**src/rtl/framebuffer_scanout.sv**
```systemverilog
// Raster-order framebuffer scanout with a one-cycle registered output stage.
// Define SCANOUT_TEST_PATTERN_EN to replace framebuffer data with eight colour bars.
module framebuffer_scanout #(
    parameter int DISPLAY_WIDTH         = 100,
    parameter int DISPLAY_HEIGHT        = 100,
    parameter int FRAMEBUFFER_DATA_BITS = 16,
    parameter int FRAMEBUFFER_SIZE      = DISPLAY_WIDTH * DISPLAY_HEIGHT,
    parameter int FRAMEBUFFER_ADDR_BITS = $clog2(FRAMEBUFFER_SIZE),
    parameter int H_FRONT               = 4,
    parameter int H_SYNC                = 8,
    parameter int H_BACK                = 4,
    parameter int V_FRONT               = 2,
    parameter int V_SYNC                = 2,
    parameter int V_BACK                = 2
) (
    input  logic                             clk,
    input  logic                             rst,
    input  logic                             enable,
    output logic [FRAMEBUFFER_ADDR_BITS-1:0] framebuffer_rd_addr,
    input  logic [FRAMEBUFFER_DATA_BITS-1:0] framebuffer_rd_data,
    output logic                             pixel_valid,
    output logic [4:0]                       pixel_r,
    output logic [5:0]                       pixel_g,
    output logic [4:0]                       pixel_b,
    output logic                             hsync_n,
    output logic                             vsync_n,
    output logic                             vblank,
    output logic                             frame_start
);

    localparam int H_TOTAL = DISPLAY_WIDTH + H_FRONT + H_SYNC + H_BACK;
    localparam int V_TOTAL = DISPLAY_HEIGHT + V_FRONT + V_SYNC + V_BACK;
    localparam int HW      = $clog2(H_TOTAL);
    localparam int VW      = $clog2(V_TOTAL);
    localparam int AW      = FRAMEBUFFER_ADDR_BITS;

    localparam logic [HW-1:0] H_LAST   = HW'(H_TOTAL - 1);
    localparam logic [HW-1:0] H_ACT    = HW'(DISPLAY_WIDTH);
    localparam logic [HW-1:0] HS_START = HW'(DISPLAY_WIDTH + H_FRONT);
    localparam logic [HW-1:0] HS_END   = HW'(DISPLAY_WIDTH + H_FRONT + H_SYNC);
    localparam logic [VW-1:0] V_LAST   = VW'(V_TOTAL - 1);
    localparam logic [VW-1:0] V_ACT    = VW'(DISPLAY_HEIGHT);
    localparam logic [VW-1:0] VS_START = VW'(DISPLAY_HEIGHT + V_FRONT);
    localparam logic [VW-1:0] VS_END   = VW'(DISPLAY_HEIGHT + V_FRONT + V_SYNC);
    localparam logic [AW-1:0] ADDR_LAST = AW'(FRAMEBUFFER_SIZE - 1);

    typedef enum logic {IDLE, RUN} state_t;

    state_t        state, state_next;
    logic [HW-1:0] h, h_next;
    logic [VW-1:0] v, v_next;
    logic [AW-1:0] addr, addr_next;
    logic          run, active, h_wrap, frame_wrap;

    assign run        = (state == RUN);
    assign active     = run && (h < H_ACT) && (v < V_ACT);
    assign h_wrap     = (h == H_LAST);
    assign frame_wrap = h_wrap && (v == V_LAST);

    assign framebuffer_rd_addr = addr;

    always_ff @(posedge clk) begin
        if (rst) begin
            state <= IDLE;
            h     <= '0;
            v     <= '0;
            addr  <= '0;
        end else begin
            state <= state_next;
            h     <= h_next;
            v     <= v_next;
            addr  <= addr_next;
        end
    end

    // The enable decision is only taken at the frame wrap so frames never truncate.
    always_comb begin
        state_next = state;
        h_next     = h;
        v_next     = v;
        addr_next  = addr;
        case (state)
            IDLE: begin
                h_next    = '0;
                v_next    = '0;
                addr_next = '0;
                if (enable) state_next = RUN;
            end
            RUN: begin
                if (h_wrap) begin
                    h_next = '0;
                    v_next = (v == V_LAST) ? '0 : v + 1'b1;
                end else begin
                    h_next = h + 1'b1;
                end
                if (frame_wrap) begin
                    addr_next = '0;
                    if (!enable) state_next = IDLE;
                end else if (active) begin
`ifdef SCANOUT_TEST_PATTERN_EN
                    addr_next = '0;
`else
                    addr_next = (addr == ADDR_LAST) ? '0 : addr + 1'b1;
`endif
                end
            end
            default: state_next = IDLE;
        endcase
    end

    always_ff @(posedge clk) begin
        if (rst) begin
            pixel_valid <= 1'b0;
            hsync_n     <= 1'b1;
            vsync_n     <= 1'b1;
            vblank      <= 1'b1;
            frame_start <= 1'b0;
        end else begin
            pixel_valid <= active;
            hsync_n     <= !(run && (h >= HS_START) && (h < HS_END));
            vsync_n     <= !(run && (v >= VS_START) && (v < VS_END));
            vblank      <= !run || (v >= V_ACT);
            frame_start <= run && (h == '0) && (v == '0);
        end
    end

`ifdef SCANOUT_TEST_PATTERN_EN
    localparam logic [HW+2:0] W_WIDE = (HW + 3)'(DISPLAY_WIDTH);

    logic [HW+2:0] h_x8;
    logic [2:0]    bar;
    logic [15:0]   pattern_q;
    logic          unused_rd_data;

    assign unused_rd_data = ^framebuffer_rd_data;
    assign h_x8           = {h, 3'b000};
    assign bar            = 3'(h_x8 / W_WIDE);

    // Bar colour is registered alongside the other stage-1 outputs.
    always_ff @(posedge clk) begin
        if (rst) begin
            pattern_q <= '0;
        end else if (active) begin
            pattern_q <= {bar[2] ? 5'h1F : 5'h00, bar[1] ? 6'h3F : 6'h00, bar[0] ? 5'h1F : 5'h00};
        end else begin
            pattern_q <= '0;
        end
    end

    assign pixel_r = pattern_q[15:11];
    assign pixel_g = pattern_q[10:5];
    assign pixel_b = pattern_q[4:0];
`else
    assign pixel_r = pixel_valid ? framebuffer_rd_data[15:11] : 5'h00;
    assign pixel_g = pixel_valid ? framebuffer_rd_data[10:5]  : 6'h00;
    assign pixel_b = pixel_valid ? framebuffer_rd_data[4:0]   : 5'h00;
`endif

endmodule

```
**config.mk**
```make
export PLATFORM = sky130hd
export DESIGN_NAME = framebuffer_scanout
export DESIGN_NICKNAME = d
export VERILOG_FILES = /design/src/rtl/framebuffer_scanout.sv
export SDC_FILE = /design/constraint.sdc
export NUM_CORES = 1
export LEC_CHECK = 0
export ABC_AREA = 1
export BUFFER_PORTS_ARGS = -buffer_cell sky130_fd_sc_hd__buf_2
export CAP_MARGIN = 20
export CORE_ASPECT_RATIO = 0.7
export CORE_MARGIN = 3
export CORE_UTILIZATION = 25
export CTS_CLUSTER_SIZE = 24
export DETAILED_ROUTE_END_ITERATION = 6
export PLACE_DENSITY_LB_ADDON = 0.05
export SYNTH_ARGS = -nofsm -noshare
export SYNTH_HDL_FRONTEND = slang
export SYNTH_SLANG_ARGS = --single-unit
```
**constraint.sdc**
```tcl
create_clock -name clk -period 2.5 [get_ports clk]
set_input_delay 0.25 -clock clk [delete_from_list [all_inputs] [get_ports clk]]
set_output_delay 0.25 -clock clk [all_outputs]
set_load 0.02 [all_outputs]
```
; Word-level counts from Yosys, hierarchy flattened
; Cells that the tools add are included.
[word_totals]
reg_bits = 34
input_bits = 19
output_inout_bits = 35
[op_classes]
addsub = 3
n_lt_le_gt_ge = 7
eq_ne = 5
muxes = 15
bitwise_logic = 1
n_reduce_logical = 15
[ops]
columns = op, n
row1 = 2-to-1 mux 14 bit, 3
row2 = "less-than comparator 7 bit, second input constant", 4
row3 = one-hot mux 14 bit (2 select lines), 1
row4 = one-hot mux 7 bit (2 select lines), 2
row5 = ">= comparator 7 bit, second input constant", 3
row6 = 2-to-1 mux 7 bit, 3
row7 = "adder 14 x 1 -> 14 bit, second input constant", 1
row8 = "adder 7 x 1 -> 7 bit, second input constant", 2
row9 = "equality test 14 bit, second input constant", 1
row10 = "equality test 7 bit, second input constant", 2
row11 = zero test 7 bit, 2
row12 = 2-to-1 mux 5 bit, 2
row13 = logical AND 1 bit, 9
row14 = 2-to-1 mux 6 bit, 1
row15 = zero test 1 bit, 3
row16 = "inequality test 3 x 1 -> 1 bit, second input constant", 1
row17 = 2-to-1 mux 1 bit, 2
row18 = "inequality test 2 x 1 -> 1 bit, second input constant", 1
row19 = one-hot mux 1 bit (2 select lines), 1
row20 = logical OR 1 bit, 1
row21 = inverter 1 bit, 1

; Logic depth before layout (Yosys ltp)
; Gate-level depths: netlist (run 1).
[logic_depth]
word_depth = 6
ltp_mapped = 13
depth_no_buf = 13

; Worst setup path before layout (run 1)
; Ideal clock, no wire load.
[synth_path]
path_type = register -> register
start = register addr[1] (netlist: framebuffer_rd_addr[1])
end = register addr[9] (netlist: framebuffer_rd_addr[9])
t_arrival_ps = 1531
t_required_ps = 2391
slack_ps = 861
path_stages_with_launch = 11
path_buffers = 0
path_cell_list = dfxtp_1 -> ha_1 -> nand3_1 -> nor2_1 -> nand3_1 -> nor2_4 -> nor2_8 -> nand2_2 -> nand2_1 -> nand2_1 -> inv_1
[synth_between]
elab_chain_len = 5
word_cells_on_any_way = 6
classes_between = 1 x add/sub / 1 x eq/ne / 4 x mux
[synth_lines]
columns = element, line
row1 = start: declaration, 52  ; logic [AW-1:0] addr, addr_next;
row2 = start signal: assignment, 72  ; addr <= addr_next;
row3 = adder 14 x 1 -> 14 bit or equality test 14 bit (tied branches), 103  ; addr_next = (addr == ADDR_LAST) ? '0 : addr + 1'b1;
row4 = 2-to-1 mux 14 bit *, 103
row5 = 2-to-1 mux 14 bit *, 99  ; end else if (active) begin
row6 = 2-to-1 mux 14 bit *, 96  ; if (frame_wrap) begin
row7 = one-hot mux 14 bit (2 select lines) *, 82  ; case (state)
; Mark *: on every way between the ends. The rest lies on a longest branch, timed or not. The select of a mux whose other input is x is not followed.
; A chain may end at the register's enable or synchronous reset.

; Final worst setup path (run 1)
; Ends and elaborated chain as after synthesis.

==> reports/metrics.csv, run 1 <==
stage,metric,value,unit
power_and_ir_drop,PD cells,535,nW/µm²
clocking,setup bufs post-CTS,0,
finish,NumNets Final,373,
power_and_ir_drop,Clock power frac,0.460,
finish,Ant. Diodes,0,
synthesis,post-synthesis register bit count,34,
detailed_routing,metal2 WL,1690,µm
worst_setup_path,nature of the critical path endpoint,register,
synthesis,main combinational cell family by area after synthesis,simple AND/OR/NAND/NOR gates,
clocking,H-tree Lvls,2,
placement,hpwl dp,3890,µm
synthesis,Yosys warning total,0,
clocking,post_cts resized,0,
power_and_ir_drop,peak supply drop,0.254,mV
floorplan,Ports,54,
worst_setup_path,CP max FO,10,
worst_setup_path,"Arr. time, crit path",1.90,ns
floorplan,core area,7480,µm²
detailed_routing,Routed met1 length,2730,µm
synthesis,simple-gate portion of the synthesized area,0.413,
finish,Area growth syn-to-layout,26.0,%
clocking,hold buffers post-CTS,0,
synthesis,adder-cell share of the synthesized area,0.0444,
power_and_ir_drop,combinational fraction of design power,0.112,
detailed_routing,routed vias,1896,
clocking,CTS clock-pin slew for the worst setup and hold paths,0.05,ns
power_and_ir_drop,Tot Pwr,1.33,mW
timing,unrepaired setup endpoints after global routing,false,
timing,max_slew headroom,0.643,
timing,Worst-Margin Slew,0.533,ns
clocking,Max Root-Sink Buffers,2,
grt,number of global-route vias before repair,1728,
finish,share of layout cells above drive strength 1,0.239,
floorplan,DIE WIDTH,112,µm
detailed_routing,Antenna Nets Post-Route,0,
synthesis,Synth Cell Area,1970,µm²
power_and_ir_drop,Int Pwr,1.00,mW
detailed_routing,top routing layer used,met4,
synthesis,Post-Synth XOR/XNOR Area,0.00444,
clocking,CTS root buf,clkbuf_16,
synthesis,syn_nets,316,
power_and_ir_drop,switching power,329,µW
grt,largest net degree at the start of global routing,18,
detailed_routing,Remaining DRCs,0,
timing,"Period Utilization, post-route",0.689,
finish,utilization after layout,0.332,
clocking,clock latency on the worst-skew pair,0.27,ns
synthesis,largest area contributor in the netlist,dfxtp_1,
detailed_routing,Vias/cell,4.25,
clocking,TritonCTS buffer count,5,
grt,GRT Total Usage,0.114,
synthesis,Syn Inst Count,290,
power_and_ir_drop,switch share,0.247,
synthesis,mux contribution to synthesized area,0,
floorplan,Die Area,9010,µm²
detailed_routing,DRT Wirelength,4840,µm
status,status,finished clean,
timing,Final Hold Vio Count,0,
detailed_routing,Met3 Wirelength,349,µm
synthesis,Synth Area in Compound Gates,0.0793,
floorplan,number of placement rows,26,
grt,total grt overflow,0,
flow_run,max-cap violations,0,
synthesis,"Avg Cell Area, Syn",6.80,µm²
synthesis,top cell type's share of synthesized area,0.345,
floorplan,Initial Utilization,0.264,
finish,"leading cell types in the layout, fill and taps excluded","72 x nand2_1, 53 x buf_2, 52 x inv_1",
detailed_routing,drt pass-1 iters,4,
hold_path,worst min path class,in -> reg,
synthesis,Synth cell types,34,
timing,final setup violation count,0,
timing,upper clock frequency limit,581,MHz
synthesis,sequential element share of the synthesized area,0.345,
clocking,CTS tree,yes,
clocking,total clock sinks,34,
worst_setup_path,WS Path Type,reg -> reg,
timing,Slew Limit Fails,0,
grt,first-pass GRT wire length,8270,µm
grt,initial antenna violation count,0,
floorplan,Die H,80.3,µm
timing,setup TNS,0,ns
power_and_ir_drop,P_leak,1.21,nW
worst_setup_path,Critical Path RT,2.67,ns
power_and_ir_drop,Reg power frac,0.428,
placement,port bufs,53,
worst_setup_path,crit start category,register,
timing,Final min period,1.72,ns
detailed_routing,routed len/inst,10.8,µm
synthesis,"top cells by area, synth","dfxtp_1 34%, nand2_1 14%, inv_1 9.9%, nor2_1 6.8%, nand3_1 5.3%",
timing,Fin Clk Skew,0.00273,ns
detailed_routing,Iter 0 DRT Violations,52,
finish,fillers,837,
finish,"commonest non-fill, non-tap cell in the layout",nand2_1,
placement,RePlAce Congestion,0.744,
-- registers in the layout, summed over array words and instances, names as in the netlist --
signal               flops
h                        7
framebuffer_rd_addr     14
vblank                   1
frame_start              1
vsync_n                  1
v                        7
hsync_n                  1
pixel_valid              1
run                      1
-- cell families after synthesis --
| family | Yosys count |
|---|---|
| xor+xnor | 1 |
| fa+ha+maj | 7 |
| simple gates | 165 |
| compound gates | 26 |
| buf+inv | 57 |
| flops | 34 |
-- Yosys cell counts --
library cell  count
nor2_2            3
nand3b_1          1
o22ai_1           2
o21a_1            1
a21oi_2           1
o21ai_0           3
dfxtp_1          34
nor4_2            1
xor2_1            1
inv_1            52
nand3_4           2
nand3_1          21
or2_2             2
a31oi_1           1
nand4_1           8
buf_8             1
nor3_1            6
clkbuf_1          2
nor2_4            2
nor2_8            1
nand3_2           2
nor3b_1           1
nand2_2           3
o21bai_4          1
nand2_8           1
nor2_1           36
inv_2             2
and3_1            1
ha_1              7
o21ai_1           1
a21oi_1          15
nand2_4           2
a211oi_1          1
nand2_1          72
-- worst max-delay path, stage by stage, from the launching register on --
cell and delay, ns:
dfxtp_1 0.39, ha_1 0.22, nand3_1 0.18, nor2_1 0.14
nand3_1 0.19, nor2_4 0.22, nor2_8 0.07, nand2_2 0.08
nand2_1 0.05, nand2_1 0.05, inv_1 0.03
-- through the flow --
step / hold WS (ns) / setup WS [ns] / std cells / instance area (µm²)
3_3_place_gp: 0.459 / 0.774 / 438 / 2340
3_5_place_dp: 0.452 / 0.782 / 438 / 2340
6_report: 0.190 / 0.778 / 446 / 2490
4_1_cts: 0.183 / 0.765 / 446 / 2490
2_1_floorplan: 0.319 / 0.861 / 290 / 1970
5_1_grt: 0.208 / 0.586 / 446 / 2490
-- final cells by class --
cell class,count,area [µm²],share of cell area
inverter,54,203,0.0815
clock buffer,7,143,0.0574
clock inverter,1,5.00,0.00201
timing repair buffer,53,265,0.107
multi-input combinational,199,1070,0.429
sequential,34,681,0.274
tap,98,123,0.0493
-- power by group through the flow --
stage	registers, mW	clock network [mW]	logic [mW]
2_1_floorplan	0.585	0	0.0939
3_3_place_gp	0.582	0	0.152
3_5_place_dp	0.582	0	0.151
4_1_cts	0.570	0.632	0.151
5_1_grt	0.573	0.658	0.168
6_report	0.570	0.612	0.150
-- final timing paths --
check	start	endpoint	slack (ns)	depth (start not counted)
max reg2reg	framebuffer_rd_addr[1]$_SDFFE_PP0P_	framebuffer_rd_addr[9]$_SDFFE_PP0P_	0.78	10
min	enable	run$_SDFF_PP0_	0.19	3
min reg2reg	framebuffer_rd_addr[10]$_SDFFE_PP0P_	framebuffer_rd_addr[10]$_SDFFE_PP0P_	0.46	2
max	framebuffer_rd_addr[1]$_SDFFE_PP0P_	framebuffer_rd_addr[9]$_SDFFE_PP0P_	0.78	10
-- layer usage --
layer | GRT usage | vias to the layer above
met4 | 0.0396 | 0
met1 | 0.171 | 802
met2 | 0.152 | 64
met3 | 0.0309 | 7
met5 | 0 | -
li1 | - | 1023
Note: power is estimated with default switching activity, not from simulation.
==> inputs of run 2 (changes only) <==
--- a/config.mk
+++ b/config.mk
@@ -5,7 +5,7 @@
 export SDC_FILE = /design/constraint.sdc
 export NUM_CORES = 1
 export LEC_CHECK = 0
-export ABC_AREA = 1
+export ABC_AREA = 0
 export BUFFER_PORTS_ARGS = -buffer_cell sky130_fd_sc_hd__buf_2
 export CAP_MARGIN = 20
 export CORE_ASPECT_RATIO = 0.7
==> constraint.sdc (replaced) <==
create_clock -name clk -period 1.5 [get_ports clk]
set_input_delay 0.15 -clock clk [delete_from_list [all_inputs] [get_ports clk]]
set_output_delay 0.15 -clock clk [all_outputs]
set_load 0.02 [all_outputs]
==> run 2 against run 1 <==
  * The run now ends with negative setup slack left
  * Combinational power rose by 46%
  * Cell count rose by 0.67%
  * Synthesized area fell by 3.1%
  * Die area fell by 2.9%
  * Utilization rose by 12 points
  * Hold slack got worse by 0.097 ns
  * Clock power rose by 40%
  * Non-clock buffer count rose by 74
  * Register-to-register slack got worse by 0.86 ns
  * First-iteration DRC count rose by 19%
  * Sequential share of layout area fell by 6.1 points
  * Fmax rose by 8.5%
==> reports/metrics.csv, run 2 <==
stage,metric,value,unit,change
status,status,"complete, but fails checks",,
status,violated checks,negative setup slack,,
detailed_routing,Antenna Nets Post-Route,0,,unchanged
detailed_routing,routed vias,2124,,+12%
clocking,CTS root buf,clkbuf_8,,
worst_setup_path,"Arr. time, crit path",1.80,ns,-0.10 ns
detailed_routing,DRT Wirelength,6390,µm,+32%
finish,utilization after layout,0.450,,+0.118
synthesis,sequential element share of the synthesized area,0.356,,+0.0111
power_and_ir_drop,PD cells,605,nW/µm²,+13%
worst_setup_path,Buf/Inv on CP,2,,+1
synthesis,most frequent cells after synthesis,"34 x dfxtp_1, 18 x and2_1, 18 x nand2_1",,
clocking,total clock sinks,34,,unchanged
synthesis,post-synthesis register bit count,34,,unchanged
clocking,clock latency on the worst-skew pair,0.28,ns,about the same
finish,Multi-input gate area,1420,µm²,+33%
timing,unrepaired setup endpoints after global routing,true,,
placement,RePlAce Congestion,0.813,,+9.4%
grt,GRT Total Usage,0.142,,+0.0282
worst_setup_path,Critical Path RT,1.72,ns,-0.95 ns
finish,fillers,744,,-11%
worst_setup_path,CP max FO,6,,-4
floorplan,Die Area,8750,µm²,-2.9%
synthesis,largest area contributor in the netlist,dfxtp_1,,
timing,max_slew headroom,0.746,,+0.103
grt,first-pass GRT wire length,10200,µm,+23%
finish,fin cells,449,,+0.67%
worst_setup_path,"slowest stage delay, CP",0.37,ns,-0.02 ns
placement,Area after DPL,2770,µm²,+19%
synthesis,"Avg Cell Area, Syn",8.46,µm²,+24%
timing,final setup violation count,13,,+13
power_and_ir_drop,P_leak,1.38,nW,+14%
timing,Slew Limit Fails,0,,unchanged
worst_setup_path,critical-path cell list,buf_6 > and4_4 > nand4_1 > buf_4 > a211oi_4 > mux2i_1,,
floorplan,Initial Utilization,0.260,,-0.00367
timing,"Period Utilization, post-route",1.06,,+0.369
finish,Ant. Diodes,0,,unchanged
finish,NumNets Final,376,,+0.80%
clocking,H-tree Lvls,2,,unchanged
floorplan,Die H,79.2,µm,-1.5%
worst_setup_path,Crit path max-delay family,simple AND/OR/NAND/NOR gates,,
detailed_routing,Remaining DRCs,0,,unchanged
finish,Area growth syn-to-layout,73.0,%,
floorplan,core area,7350,µm²,-1.7%
finish,share of layout cells above drive strength 1,0.547,,+0.309
detailed_routing,drt pass-1 iters,4,,unchanged
placement,port bufs,53,,unchanged
timing,Final min period,1.59,ns,-0.135 ns
hold_path,worst min path class,in -> reg,,
grt,number of global-route vias before repair,1962,,+14%
clocking,CTS tree,yes,,
placement,placed insts,427,,-2.5%
clocking,hold buffers post-CTS,0,,unchanged
placement,hpwl dp,4760,µm,+23%
detailed_routing,Vias/cell,4.73,,+11%
timing,Final Hold Vio Count,0,,unchanged
finish,Post-Layout Inst Area,3310,µm²,+33%
worst_setup_path,"Max stage delay cell, worst path",dfxtp_2,,
grt,initial antenna violation count,0,,unchanged
grt,largest net degree at the start of global routing,19,,+1
detailed_routing,routed len/inst,14.2,µm,+31%
finish,register area,703,µm²,+3.3%
timing,upper clock frequency limit,630,MHz,+8.5%
synthesis,syn_nets,252,,-20%
finish,max FFs per register,14,,unchanged
worst_setup_path,crit start category,register,,
timing,Worst-Margin Slew,0.381,ns,-0.152 ns
clocking,TritonCTS buffer count,5,,unchanged
power_and_ir_drop,peak supply drop,0.391,mV,+54%
clocking,Max Root-Sink Buffers,2,,unchanged
synthesis,"top cells by area, synth","dfxtp_1 36%, and2_1 5.9%, ha_1 4.6%, a21oi_1 4.2%, mux2i_1 3.7%",,
synthesis,most numerous cell in the Yosys netlist,dfxtp_1,,
floorplan,DIE WIDTH,111,µm,-1.5%
finish,"commonest non-fill, non-tap cell in the layout",buf_4,,
worst_setup_path,nature of the critical path endpoint,register,,
finish,"leading cell types in the layout, fill and taps excluded","58 x buf_4, 53 x buf_2, 22 x dfxtp_1",,
synthesis,Synth async-reset ratio,0,,unchanged
timing,PnR worst setup slack,-0.0867,ns,-0.865 ns
synthesis,Most used DFF post-synth,dfxtp_1,,
worst_setup_path,WS Path Type,reg -> reg,,
synthesis,Synth cell types,46,,+35%
synthesis,Synth Cell Area,1910,µm²,-3.1%
detailed_routing,Iter 0 DRT Violations,62,,+19%
timing,final hold slack,0.0933,ns,-0.0969 ns
synthesis,top cell type's share of synthesized area,0.356,,+0.0111
clocking,CTS clock-pin slew for the worst setup and hold paths,0.08,ns,+0.03 ns
flow_run,max-cap violations,0,,unchanged
floorplan,Ports,54,,unchanged
synthesis,Syn Inst Count,226,,-22%
floorplan,number of placement rows,26,,unchanged
timing,Fin Clk Skew,0.00489,ns,+0.00216 ns
grt,total grt overflow,0,,unchanged
synthesis,Yosys warning total,0,,unchanged
synthesis,"EDFF count, synth",0,,unchanged
[run 2: cell types whose count changed after synthesis, moves of 5 or more]
cell	change
nand3_1	-7
nand2_1	-54
inv_1	-44
and4_1	+5
mux2i_1	+7
or3_1	+6
o211ai_1	+5
and2_1	+18
o2111ai_1	+6
o31ai_1	+5
nor2_1	-21
[run 2: final timing paths]
check / start / endpoint / slack (ns) / cells after the start
hold / removal: rst / run$_SDFF_PP0_ / 0.09 / 2
setup / recovery: framebuffer_rd_addr[5]$_SDFFE_PP0P_ / framebuffer_rd_addr[13]$_SDFFE_PP0P_ / -0.09 / 6
hold reg to reg: h[0]$_SDFF_PP0_ / h[0]$_SDFF_PP0_ / 0.53 / 2
setup reg to reg: framebuffer_rd_addr[5]$_SDFFE_PP0P_ / framebuffer_rd_addr[13]$_SDFFE_PP0P_ / -0.09 / 6
[run 2: per-layer routing]
layer	up-vias	part of all wire	track usage
li1	1077	-	-
met1	987	0.56	0.223
met2	55	0.38	0.192
met3	5	0.054	0.0350
met4	0	0.0055	0.0258
met5	-	0	0
[run 2: cells by family (layout without fill, tap and decap cells)]
family / Yosys count / in the layout / synth area share
and+or+nand+nor: 106 / 106 / 0.316
AOI/OAI and AO/OA: 48 / 48 / 0.181
DFF: 34 / 34 / 0.356
buffers and inverters: 18 / 143 / 0.0373
adders and majority gates: 7 / 7 / 0.0458
muxes: 7 / 7 / 0.0367
xor gates and xnor gates: 6 / 6 / 0.0275
[run 2: cell type report]
| cell class | count | share of cell area |
|---|---|---|
| sequential | 34 | 0.213 |
| tap | 98 | 0.0371 |
| clock buffer | 7 | 0.0231 |
| clock inverter | 1 | 0.00908 |
| inverter | 8 | 0.00908 |
| timing repair buffer | 127 | 0.280 |
| multi-input combinational | 174 | 0.429 |
[run 2: power by group]
part           internal (mW)  switching, mW  total [mW]
Clock                  0.498          0.356       0.854
Combinational         0.0987          0.121       0.219
Sequential             0.913         0.0136       0.926
[run 2: metrics by stage]
stage | setup TNS (ns) | setup WS, ns | total power [mW]
detailed placement | -1.59 | -0.144 | 1.15
global placement | -1.33 | -0.110 | 1.16
CTS | -0.536 | -0.0761 | 2.01
floorplan | -0.442 | -0.139 | 1.05
global route | -1.66 | -0.160 | 2.08
finish | -0.582 | -0.0867 | 2.00
[run 2: repair_timing]
item | 4_1_cts | 5_1_grt
endpoints found under the setup margin | 20 | 20
gates cloned | 0 | 3
gates resized for setup | 25 | 45
pin swaps | 7 | 18
buffers inserted | 4 | 7
==> inputs of run 3 (changes only) <==
--- a/config.mk
+++ b/config.mk
@@ -13,7 +13,9 @@
 export CORE_UTILIZATION = 25
 export CTS_CLUSTER_SIZE = 24
 export DETAILED_ROUTE_END_ITERATION = 6
-export PLACE_DENSITY_LB_ADDON = 0.05
+export MAX_ROUTING_LAYER = met4
+export PLACE_DENSITY = 0.43
+export SLEW_MARGIN = 20
 export SYNTH_ARGS = -nofsm -noshare
 export SYNTH_HDL_FRONTEND = slang
 export SYNTH_SLANG_ARGS = --single-unit
==> run 3 against run 2 <==
  * The run still ends with negative setup slack left
  * Power is 9.9% lower
  * Sequential share of layout area rose by 1.0 points
  * First-iteration DRC count is 89% higher
  * Clock skew up 0.0038 ns
  * Critical endpoint is now framebuffer_rd_addr[7]$_SDFFE_PP0P_
  * Sequential cell count unchanged
  * Non-clock buffer count down 7
  * Via count is 0.61% higher
  * Cell count fell by 1.3%
  * Combinational power shrank 3%
==> reports/metrics.csv, run 3 (synthesized netlist as in run 2, its figures left out) <==
stage,metric,value,unit,change
grt,first-pass GRT wire length,10000,µm,-1.2%
worst_setup_path,R2R depth,8,,+2
clocking,clock latency on the worst-skew pair,0.28,ns,about the same
floorplan,Die Area,8750,µm²,unchanged
timing,Fin Clk Skew,0.00866,ns,+0.00377 ns
worst_setup_path,Critical R2R Capture,framebuffer_rd_addr[7]$_SDFFE_PP0P_,,
power_and_ir_drop,switch share,0.264,,+0.0187
worst_setup_path,nature of the critical path endpoint,register,,
floorplan,Ports,54,,unchanged
finish,Area growth syn-to-layout,64.6,%,
timing,upper clock frequency limit,602,MHz,-4.5%
power_and_ir_drop,peak supply drop,0.272,mV,-30%
worst_setup_path,Critical Path RT,1.71,ns,about the same
timing,Slew Limit Fails,0,,unchanged
power_and_ir_drop,Clock power frac,0.368,,-0.059
worst_setup_path,Worst R2R Setup Slack,-0.16,ns,-0.07 ns
detailed_routing,Remaining DRCs,0,,unchanged
worst_setup_path,crit start category,register,,
finish,Ant. Diodes,0,,unchanged
hold_path,hold path endpoint,run$_SDFF_PP0_,,
hold_path,min-delay src,rst,,
timing,"Period Utilization, post-route",1.11,,+0.0497
power_and_ir_drop,Int Pwr,1.33,mW,-12%
finish,fin cells,443,,-1.3%
finish,"commonest non-fill, non-tap cell in the layout",buf_4,,
finish,"leading cell types in the layout, fill and taps excluded","56 x buf_4, 54 x buf_2, 21 x dfxtp_1",,
floorplan,core area,7350,µm²,unchanged
placement,RePlAce Congestion,0.822,,+1.1%
power_and_ir_drop,P_leak,1.31,nW,-5.1%
clocking,total clock sinks,34,,unchanged
power_and_ir_drop,switching power,475,µW,-3.0%
detailed_routing,routed vias,2137,,+0.61%
grt,initial antenna violation count,0,,unchanged
status,status,"complete, but fails checks",,
timing,Worst-Margin Slew,0.343,ns,-0.0378 ns
floorplan,Die H,79.2,µm,unchanged
timing,final setup violation count,12,,-1
floorplan,number of placement rows,26,,unchanged
clocking,TritonCTS buffer count,5,,unchanged
grt,total grt overflow,0,,unchanged
finish,max FFs per register,14,,unchanged
clocking,CTS tree,yes,,
placement,placed insts,421,,-1.4%
worst_setup_path,CP max FO,8,,+2
timing,Final min period,1.66,ns,+0.0746 ns
grt,largest net degree at the start of global routing,18,,-1
finish,NumNets Final,370,,-1.6%
timing,max_slew headroom,0.771,,+0.0252
worst_setup_path,"Arr. time, crit path",1.87,ns,+0.07 ns
clocking,hold buffers post-CTS,0,,unchanged
timing,Final Hold Vio Count,0,,unchanged
placement,hpwl dp,4610,µm,-3.1%
detailed_routing,Antenna Nets Post-Route,0,,unchanged
placement,Area after DPL,2710,µm²,-2.1%
detailed_routing,Vias/cell,4.82,,+2.0%
worst_setup_path,r2r startpoint,v[1]$_SDFFE_PP0P_,,
power_and_ir_drop,combinational fraction of design power,0.117,,+0.007
detailed_routing,routed len/inst,14.7,µm,+2.9%
clocking,Max Root-Sink Buffers,2,,unchanged
power_and_ir_drop,Reg power frac,0.515,,+0.052
status,violated checks,negative setup slack,,
floorplan,DIE WIDTH,111,µm,unchanged
clocking,CTS root buf,clkbuf_8,,
finish,share of layout cells above drive strength 1,0.539,,-0.00788
floorplan,Initial Utilization,0.260,,unchanged
hold_path,Hold Path Depth,2,,unchanged
power_and_ir_drop,Tot Pwr,1.80,mW,-9.9%
flow_run,max-cap violations,0,,unchanged
hold_path,worst min path class,in -> reg,,
detailed_routing,drt pass-1 iters,4,,unchanged
grt,number of global-route vias before repair,1986,,+1.2%
detailed_routing,Iter 0 DRT Violations,117,,+89%
timing,setup TNS,-0.914,ns,-0.332 ns
grt,GRT Total Usage,0.144,,+0.00166
clocking,CTS clock-pin slew for the worst setup and hold paths,0.08,ns,about the same
timing,final hold slack,0.133,ns,+0.0395 ns
worst_setup_path,WS Path Type,reg -> reg,,
timing,unrepaired setup endpoints after global routing,true,,
power_and_ir_drop,PD cells,573,nW/µm²,-5.3%
placement,port bufs,53,,unchanged
timing,PnR worst setup slack,-0.161,ns,-0.0746 ns
detailed_routing,DRT Wirelength,6490,µm,+1.5%
clocking,H-tree Lvls,2,,unchanged
finish,Post-Layout Inst Area,3150,µm²,-4.8%
run 3: cell types whose count changed in the layout (fill, tap and decap cells not counted), sizes merged:
| cell | change |
|---|---|
| bufinv | -1 |
| clkbuf | -2 |
| o22ai | +1 |
| clkinv | +2 |
| buf | -6 |
run 3: layout make-up:
class                           count  area (µm²)
Fill cell                         736        4210
Multi-Input combinational cell    175        1380
Timing Repair Buffer              120         830
Sequential cell                    34         702
Tap cell                           98         123
Clock buffer                        6        72.6
Inverter                            8        30.0
Clock inverter                      2        8.76
run 3: power by group through the flow:
stage	clock (mW)	combinational [mW]	sequential, mW
after global routing	0.724	0.232	0.931
after CTS	0.686	0.206	0.928
after global placement	0	0.199	0.948
after detailed placement	0	0.199	0.948
after floorplan	0	0.0977	0.957
final	0.663	0.212	0.928
run 3: routing by layer:
layer  vias up  GRT usage  part of all wire
met1      1004      0.215              0.52
met2        63      0.194              0.41
met5         -          -                 0
li1       1068          -                 -
met3         2     0.0297             0.063
met4         0     0.0344            0.0060
run 3: worst max path at each step:
stage	startpoint	end
floorplan	framebuffer_rd_addr[0]$_SDFFE_PP0P_	framebuffer_rd_addr[0]$_SDFFE_PP0P_
global placement	v[4]$_SDFFE_PP0P_	framebuffer_rd_addr[4]$_SDFFE_PP0P_
detailed placement	v[4]$_SDFFE_PP0P_	framebuffer_rd_addr[4]$_SDFFE_PP0P_
CTS	h[1]$_SDFF_PP0_	v[5]$_SDFFE_PP0P_
global route	v[1]$_SDFFE_PP0P_	framebuffer_rd_addr[7]$_SDFFE_PP0P_
finish	v[1]$_SDFFE_PP0P_	framebuffer_rd_addr[7]$_SDFFE_PP0P_
run 3: timing repair:
action                     CTS  global route
buffers inserted             2             9
gates cloned                 0             3
setup endpoints to repair   19            23
resized for setup           31            29
pin swaps                    9             9
run 3: worst max-delay path, cell delays in order (launching register included):
cell and delay, ns:
dfxtp_2 0.33, inv_2 0.07, ha_4 0.11, and4_4 0.23, nand4_1 0.16, buf_4 0.20
clkbuf_16 0.16, a21oi_4 0.15, mux2i_1 0.18
run 3: stage by stage:
step	worst slack, ns	utilization
final	-0.161	0.428
after global routing	-0.213	0.428
after CTS	-0.0777	0.397
after detailed placement	-0.172	0.369
after global placement	-0.155	0.369
after floorplan	-0.139	-
